==> src/rtl/sprite_line_scheduler.sv <==
// sprite_line_scheduler
//   Sequences an 8-sprite + 1-background 2bpp shift-register block for one
//   scanline: latches sprite attributes, fetches background tiles over a
//   req/ack handshake, drives load/shift strobes and resolves the output pixel.
// Ports
//   clk, reset            clock, synchronous active-high reset
//   line_start, pixel_en  line begin pulse, per-active-pixel strobe
//   attr_we/idx/x/vis     shadow sprite attribute write
//   bg_req, bg_ack        background tile fetch handshake
//   sr_out, sr_enable     shift-register block data in / shift enables out
//   load_sprite, load_bg  register load strobes
//   pix_valid/color/src   resolved pixel (1-cycle latency)
//   bg_underrun           sticky: tile reloaded before its fetch was acked

// Per-sprite window test and opacity for the current pixel.
module sprite_lane #(
    parameter int XW    = 10,
    parameter int SPR_W = 16
) (
    input  logic          vis,
    input  logic [XW-1:0] x,
    input  logic [XW-1:0] hpos,
    input  logic          fire,
    input  logic [1:0]    pix,
    output logic          en,
    output logic          opaque
);
    // One extra bit so x + SPR_W never wraps; sprites past the line end clip.
    logic [XW:0] lo, hi, h;

    assign lo     = {1'b0, x};
    assign hi     = lo + (XW+1)'(SPR_W);
    assign h      = {1'b0, hpos};
    assign en     = fire & vis & (h >= lo) & (h < hi);
    assign opaque = en & (pix != 2'b00);
endmodule

module sprite_line_scheduler #(
    parameter int NUM_SPR  = 8,
    parameter int SPR_W    = 16,
    parameter int H_ACTIVE = 640,
    parameter int XW       = 10
) (
    input  logic                    clk,
    input  logic                    reset,
    input  logic                    line_start,
    input  logic                    pixel_en,
    input  logic                    attr_we,
    input  logic [2:0]              attr_idx,
    input  logic [XW-1:0]           attr_x,
    input  logic                    attr_vis,
    output logic                    bg_req,
    input  logic                    bg_ack,
    input  logic [NUM_SPR:0][1:0]   sr_out,
    output logic [NUM_SPR:0]        sr_enable,
    output logic                    load_sprite,
    output logic                    load_bg,
    output logic                    pix_valid,
    output logic [1:0]              pix_color,
    output logic [3:0]              pix_src,
    output logic                    bg_underrun
);
    localparam int            SW          = $clog2(SPR_W);
    localparam logic [XW-1:0] HPOS_LAST   = XW'(H_ACTIVE - 1);
    // Reload position that fetches the final tile of the line.
    localparam logic [XW-1:0] HPOS_LAST_RL = XW'(H_ACTIVE - SPR_W - 1);

    typedef enum logic [1:0] {IDLE, FETCH, LOAD, ACTIVE} state_t;

    typedef struct packed {
        logic          vis;
        logic [XW-1:0] x;
    } spr_attr_t;

    state_t                    state;
    logic [XW-1:0]             hpos;
    logic                      ack_seen;   // tile data acked since the last bg load
    spr_attr_t [NUM_SPR-1:0]   shadow_attr;
    spr_attr_t [NUM_SPR-1:0]   active_attr;

    logic                      fire;
    logic                      reload;
    logic                      ack_now;
    logic [NUM_SPR-1:0]        spr_en;
    logic [NUM_SPR-1:0]        spr_opaque;
    logic [3:0]                win_src;
    logic [1:0]                win_color;

    assign fire    = (state == ACTIVE) && pixel_en;
    assign reload  = fire && (hpos[SW-1:0] == SW'(SPR_W - 1)) && (hpos != HPOS_LAST);
    assign ack_now = bg_req && bg_ack;

    for (genvar g = 0; g < NUM_SPR; g++) begin : g_lane
        sprite_lane #(.XW(XW), .SPR_W(SPR_W)) u_lane (
            .vis    (active_attr[g].vis),
            .x      (active_attr[g].x),
            .hpos   (hpos),
            .fire   (fire),
            .pix    (sr_out[g]),
            .en     (spr_en[g]),
            .opaque (spr_opaque[g])
        );
    end

    // Background shifts every pixel except the one where it is reloaded.
    assign sr_enable   = {fire && !reload, spr_en};
    assign load_sprite = (state == LOAD);
    assign load_bg     = (state == LOAD) || reload;

    // Lowest-index opaque sprite wins, else background.
    always_comb begin
        win_src   = 4'(NUM_SPR);
        win_color = sr_out[NUM_SPR];
        for (int i = NUM_SPR - 1; i >= 0; i--) begin
            if (spr_opaque[i]) begin
                win_src   = 4'(i);
                win_color = sr_out[i];
            end
        end
    end

    always_ff @(posedge clk) begin
        if (reset) begin
            state       <= IDLE;
            hpos        <= '0;
            bg_req      <= 1'b0;
            ack_seen    <= 1'b0;
            bg_underrun <= 1'b0;
            shadow_attr <= '0;
            active_attr <= '0;
            pix_valid   <= 1'b0;
            pix_color   <= 2'b00;
            pix_src     <= 4'd0;
        end else begin
            if (attr_we)
                shadow_attr[attr_idx] <= '{vis: attr_vis, x: attr_x};
            // Copies the pre-write shadow, so a same-cycle write lands next line.
            if (line_start)
                active_attr <= shadow_attr;

            pix_valid <= fire;
            if (fire) begin
                pix_src   <= win_src;
                pix_color <= win_color;
            end

            if (line_start) begin
                // Start or abort: any outstanding ack is forgotten.
                state    <= FETCH;
                bg_req   <= 1'b1;
                ack_seen <= 1'b0;
            end else begin
                case (state)
                    IDLE: bg_req <= 1'b0;
                    FETCH: begin
                        if (bg_ack) begin
                            bg_req <= 1'b0;
                            state  <= LOAD;
                        end
                    end
                    LOAD: begin
                        hpos     <= '0;
                        ack_seen <= 1'b0;
                        bg_req   <= 1'(H_ACTIVE > SPR_W);
                        state    <= ACTIVE;
                    end
                    ACTIVE: begin
                        if (ack_now) begin
                            bg_req   <= 1'b0;
                            ack_seen <= 1'b1;
                        end
                        // An ack arriving on the reload cycle still counts as in time.
                        if (reload) begin
                            if (!ack_seen && !ack_now)
                                bg_underrun <= 1'b1;
                            ack_seen <= 1'b0;
                            bg_req   <= (hpos < HPOS_LAST_RL);
                        end
                        if (pixel_en) begin
                            if (hpos == HPOS_LAST) begin
                                hpos   <= '0;
                                bg_req <= 1'b0;
                                state  <= IDLE;
                            end else begin
                                hpos <= hpos + XW'(1);
                            end
                        end
                    end
                    default: state <= IDLE;
                endcase
            end
        end
    end
endmodule
==> config.mk <==
export PLATFORM = sky130hd
export DESIGN_NAME = sprite_line_scheduler
export DESIGN_NICKNAME = d
export VERILOG_FILES = /design/src/rtl/sprite_line_scheduler.sv
export SDC_FILE = /design/constraint.sdc
export NUM_CORES = 1
export LEC_CHECK = 0
export ABC_AREA = 1
export CAP_MARGIN = 20
export CORE_UTILIZATION = 55
export DETAILED_ROUTE_END_ITERATION = 7
export PLACE_DENSITY = 0.8
export SYNTH_ARGS = -nofsm -noshare
export SYNTH_HDL_FRONTEND = slang
export SYNTH_SLANG_ARGS = --single-unit
==> constraint.sdc <==
create_clock -name clk -period 6.75 [get_ports clk]
set_input_delay 2.025 -clock clk [delete_from_list [all_inputs] [get_ports clk]]
set_output_delay 2.025 -clock clk [all_outputs]
set_load 0.1 [all_outputs]
; ---- Yosys cells after proc, flatten, opt, wreduce, memory -nomap -nowiden
; Cells that the tools add are included.
[word_totals]
in_bits = 38
register_bits = 198
word_cells = 181
out_inout_bits = 20
[classes]
n_lt_le_gt_ge = 19
muxes = 37
n_addsub = 9
n_reduce_logical = 29
eq_ne = 13
bitwise_logic = 33
[op_table]
columns = cell, count
row1 = $add 10x5->11 const B, 8
row2 = $bwmux 88, 1
row3 = $lt 10x11->1, 8
row4 = $ge 10x10->1, 8
row5 = $demux 11 s3, 1
row6 = $and 1x1->1, 32
row7 = $mux 4, 8
row8 = $mux 2, 11
row9 = $mux 10, 2
row10 = $pmux 10 s2, 1
row11 = $reduce_bool 2->1, 9
row12 = $reduce_and 4->1, 3
row13 = $mux 11, 1
row14 = $add 10x1->10 const B, 1
row15 = $eq 10x10->1 const B, 1
row16 = $lt 10x10->1 const B, 1
row17 = $ne 10x10->1 const B, 1
row18 = $mux 1, 9
row19 = $ne 3x3->1 const B, 3
row20 = $logic_and 1x1->1, 7
row21 = $pmux 2 s3, 1
row22 = $eq 2x2->1 const B, 2
row23 = $eq 4x4->1 const B, 1
row24 = $lt 3x4->1 const B, 1
row25 = other kinds (16), 19

; ---- Logic depth before layout (Yosys ltp)
[depth]
word_depth = 14
depth_mapped = 25

; ---- By module
; From an unflattened synthesis, not the netlist that was laid out.
[hier_totals]
cells_unflattened = 1779
hier_area_um2 = 11946.5
[by_module_without_submodules]
columns = mod, cells_per_inst, n_inst, area_each_um2
row1 = sprite_line_scheduler, 1003, 1, 7422.1
row2 = sprite_lane, 97, 8, 565.5

; ---- Worst setup path after synthesis
; No wires, ideal clock.
[synth_timing]
path_kind = input port to output port
startpoint = input pixel_en
endpoint = output sr_enable[8]
path_slack_ps = 973
t_arrival_ps = 3752
stages = 4
path_buffers = 0
cell_sequence = inv_1 -> nor2_4 -> inv_4 -> a21oi_1
[synth_via]
elab_chain_len = 5
[synth_lines]
columns = element, line_no
row1 = "start, declared", 47  ; input logic pixel_en,
row2 = $logic_and 1x1->1 (*), 89  ; assign fire = (state == ACTIVE) && pixel_en;
row3 = $logic_and 1x1->1 (2 in series), 90  ; assign reload = fire && (hpos[SW-1:0] == SW'(SPR_W - 1)) && (hpos != HPOS_LAST);
row4 = $logic_not 1->1, 106  ; assign sr_enable = {fire && !reload, spr_en};
row5 = $logic_and 1x1->1 (*), 106
row6 = "end, declared", 55  ; output logic [NUM_SPR:0] sr_enable,
; Mark *: on every way between the ends. The rest lies on a longest branch, timed or not.

; ---- Worst setup path after layout
[layout_timing]
startpoint = input pixel_en
endpoint = output sr_enable[6]
[layout_via]
elab_chain_len = 4
[layout_lines]
columns = element, line_no
row1 = $logic_and 1x1->1, 89
row2 = $and 1x1->1 (3 in series), 34  ; assign en = fire & vis & (h >= lo) & (h < hi);
; Every way passes these cells.

==> impl_metrics.tcl <==
set metrics [dict create \
    synth_compound_area_frac 0.1849 \
    p_leak_uw 0.005722 \
    start_util 0.5610 \
    maxSlewHeadroom 0.3316 \
    syn_to_final_growth_pct 11.05 \
    setup_viol 0 \
    fp.dieH_um 145.4 \
    synth-edff-count 0 \
    routedWlPerCell_um 16.01 \
    drtIter0Drc 851 \
    clockBufferDepth 2 \
    antenna_found_initial 0 \
    final_nets 1746 \
    htreeDepth 4 \
    totalWireLength_um 29590 \
    root_buffer "clkbuf_16" \
    synth_seq_cells 198 \
    ir_drop_mv 0.1815 \
    critical_path_peak_fanout 11 \
    post_cts_resized 0 \
    yosysTopAreaCellShare 0.3503 \
    worstSetupEndpointType "output pin" \
    timing.final.crit_share 0.8561 \
    cts_tree "done" \
    syn_area_mm2 0.01132 \
    worst_pin_slew_ns 0.9995 \
    io_pins 58 \
    path_cells "clkdlybuf4s50_1, inv_1, nor2_4, inv_4, nor2_2, nand2_1, nor2_2, and3_4, buf_4" \
    die_area_mm2 0.02115 \
    yosys_warnings 0 \
    synth_fa_ha_area_frac 0.1515 \
    arrival_ns 3.75 \
    synth_ff_type "dfxtp_1" \
    gr-total-overflow 0 \
    dr_total_vias 10400 \
    crit_top_cell "nor2_2" \
    antenna_cells 0 \
    rsz0062_at_grt "false" \
    dieWidth_um 145.4 \
    min_period_ns 5.779 \
    io_buffers 57 \
    instances_no_fill 1848 \
    power_density_mw_per_mm2 204.0 \
    worstPathRequired_ns 4.72 \
    status "finished, final reports clean" \
    max-cap-violations 0 \
    grt_pass1_vias 9573 \
    grt.total_usage 0.2869 \
    async_reset_ff_frac 0 \
    synth_mux_area_frac 0 \
    firstDrtPassIters 5 \
    dpl_cell_area_mm2 0.01200 \
    drive_above_1_share 0.04436 \
    filler_cell_count 1810 \
    drv_slew 0 \
    seqCellArea_mm2 0.003964 \
    viasPerCell 5.627 \
    stdcell_area_mm2 0.01257 \
    synth_top_family_by_area "simple AND/OR/NAND/NOR gates" \
    core_mm2 0.02017 \
    synth_most_common_cell "nor2_1" \
    yosys.area.top_type "dfxtp_1" \
    fmax_ghz 0.1730 \
    grt_max_degree 95 \
    gp_congestion 0.9319 \
    dpl.cell_count 1822 \
    cts_buffers 17 \
    startpoint_type "input port" \
    multiInputGateArea_mm2 0.006422 \
    criticalPathCategory "input port to output pin" \
    avgSynthCellArea_um2 7.263 \
    synth_cells 1558 \
    cpPeakStageDelay_ns 0.45 \
    finClkSkew_ns 0.007492 \
    grt_first_pass_wirelength_um 48140 \
    ys_seq_area_frac 0.3503 \
    synth_xor_area_frac 0.02399 \
    synthesis.nets 1733 \
    drc 0 \
    hp-class "flop to flop" \
    cts_setup_buffers 0 \
    ant_nets 0 \
    cts_hold_buf 0 \
    cts.sinks 198 \
    path_clk_slew_ns 0.06 \
    yosys-top-cells-area "dfxtp_1, ha_1, nor2_1" \
    dp.final_hpwl_um 20170 \
    finalHoldViolations 0 \
    clock_latency_ns 0.43 \
    synth_cell_types 50 \
    critPathSlowestCell "clkdlybuf4s50_1" \
    post_synth_and_or_nand_nor_area_fraction 0.2072 \
    rows 52 \
    tns_ns 0 \
    synth_common_cells "nor2_1, dfxtp_1, o21ai_0, nand2_1, inv_1" \
]
[final cells by class]
type	count	share of cell area
Clock buffer	21	0.03664
Tap cell	270	0.02688
Multi-Input combinational cell	1123	0.5111
Timing Repair Buffer	70	0.05317
Inverter	161	0.04859
Clock inverter	5	0.008165
Sequential cell	198	0.3154
[worst max-delay path: cells and delay by family]
family                 cells  cell delay, ns
and+or+nand+nor            5            0.79
buffers and inverters      4            0.93
[registers in the layout, indices dropped and copies added (netlist names)]
name,flops
ack_seen,1
active_attr,88
bg_req,1
bg_underrun,1
hpos,10
pix_color,2
pix_src,4
pix_valid,1
shadow_attr,88
state,2
[per-layer routing]
layer  global-route usage  wire length (um)
met5                    0                 0
met4              0.09789               696
met3              0.04545              2469
met2               0.4572             13110
met1               0.3949             13320
[placed cells by master (no fill, tap or decap), types with 5 or more instances in the layout]
cell type          n
a211oi_1           5
ha_1             137
nand3_1           55
a21oi_1          141
o21ai_1            6
dfxtp_1          198
nand2_1          165
xor2_1            22
inv_1            157
o21ai_0          197
clkbuf_16         17
a21boi_0           5
o21bai_1           6
nor3_1            19
nor2_1           282
clkdlybuf4s50_1   47
nand4_1           17
o21a_1             8
nand2_2            5
buf_4             21
xnor2_1            9
[final timing paths]
| path | from | endpoint | slack [ns] | cells past startpoint |
|---|---|---|---|---|
| setup / recovery | pixel_en | sr_enable[6] | 0.97 | 9 |
| hold / removal | active_attr[2] | active_attr[2] | 0.46 | 2 |
| setup reg to reg | hpos[5] | pix_color[0] | 3.43 | 19 |
| hold reg to reg | active_attr[2] | active_attr[2] | 0.46 | 2 |
[kinds of logic after synthesis]
group                      Yosys count
AOI/OAI and AO/OA                  391
buffers and inverters              237
DFF                                198
and+or+nand+nor                    564
xor gates and xnor gates            31
adders and majority gates          137
[per-stage QoR]
stage	hold WS [ns]	setup slack (ns)	util	total power, uW
after floorplan	0.4354	0.9730	-	1475
after global placement	0.4470	0.9926	0.5951	1565
after detailed placement	0.4533	0.9691	0.5951	1574
after CTS	0.4632	0.9633	0.6230	2571
after global routing	0.4832	0.8342	0.6230	2672
final	0.4639	0.9711	0.6230	2564
[power by group]
group          leakage, uW  internal, uW  switching [uW]
Clock             0.000273           590             415
Combinational      0.00383           108             205
Sequential         0.00162          1220            28.7
Total              0.00572          1910             649
(Power assumes the default switching activity.)
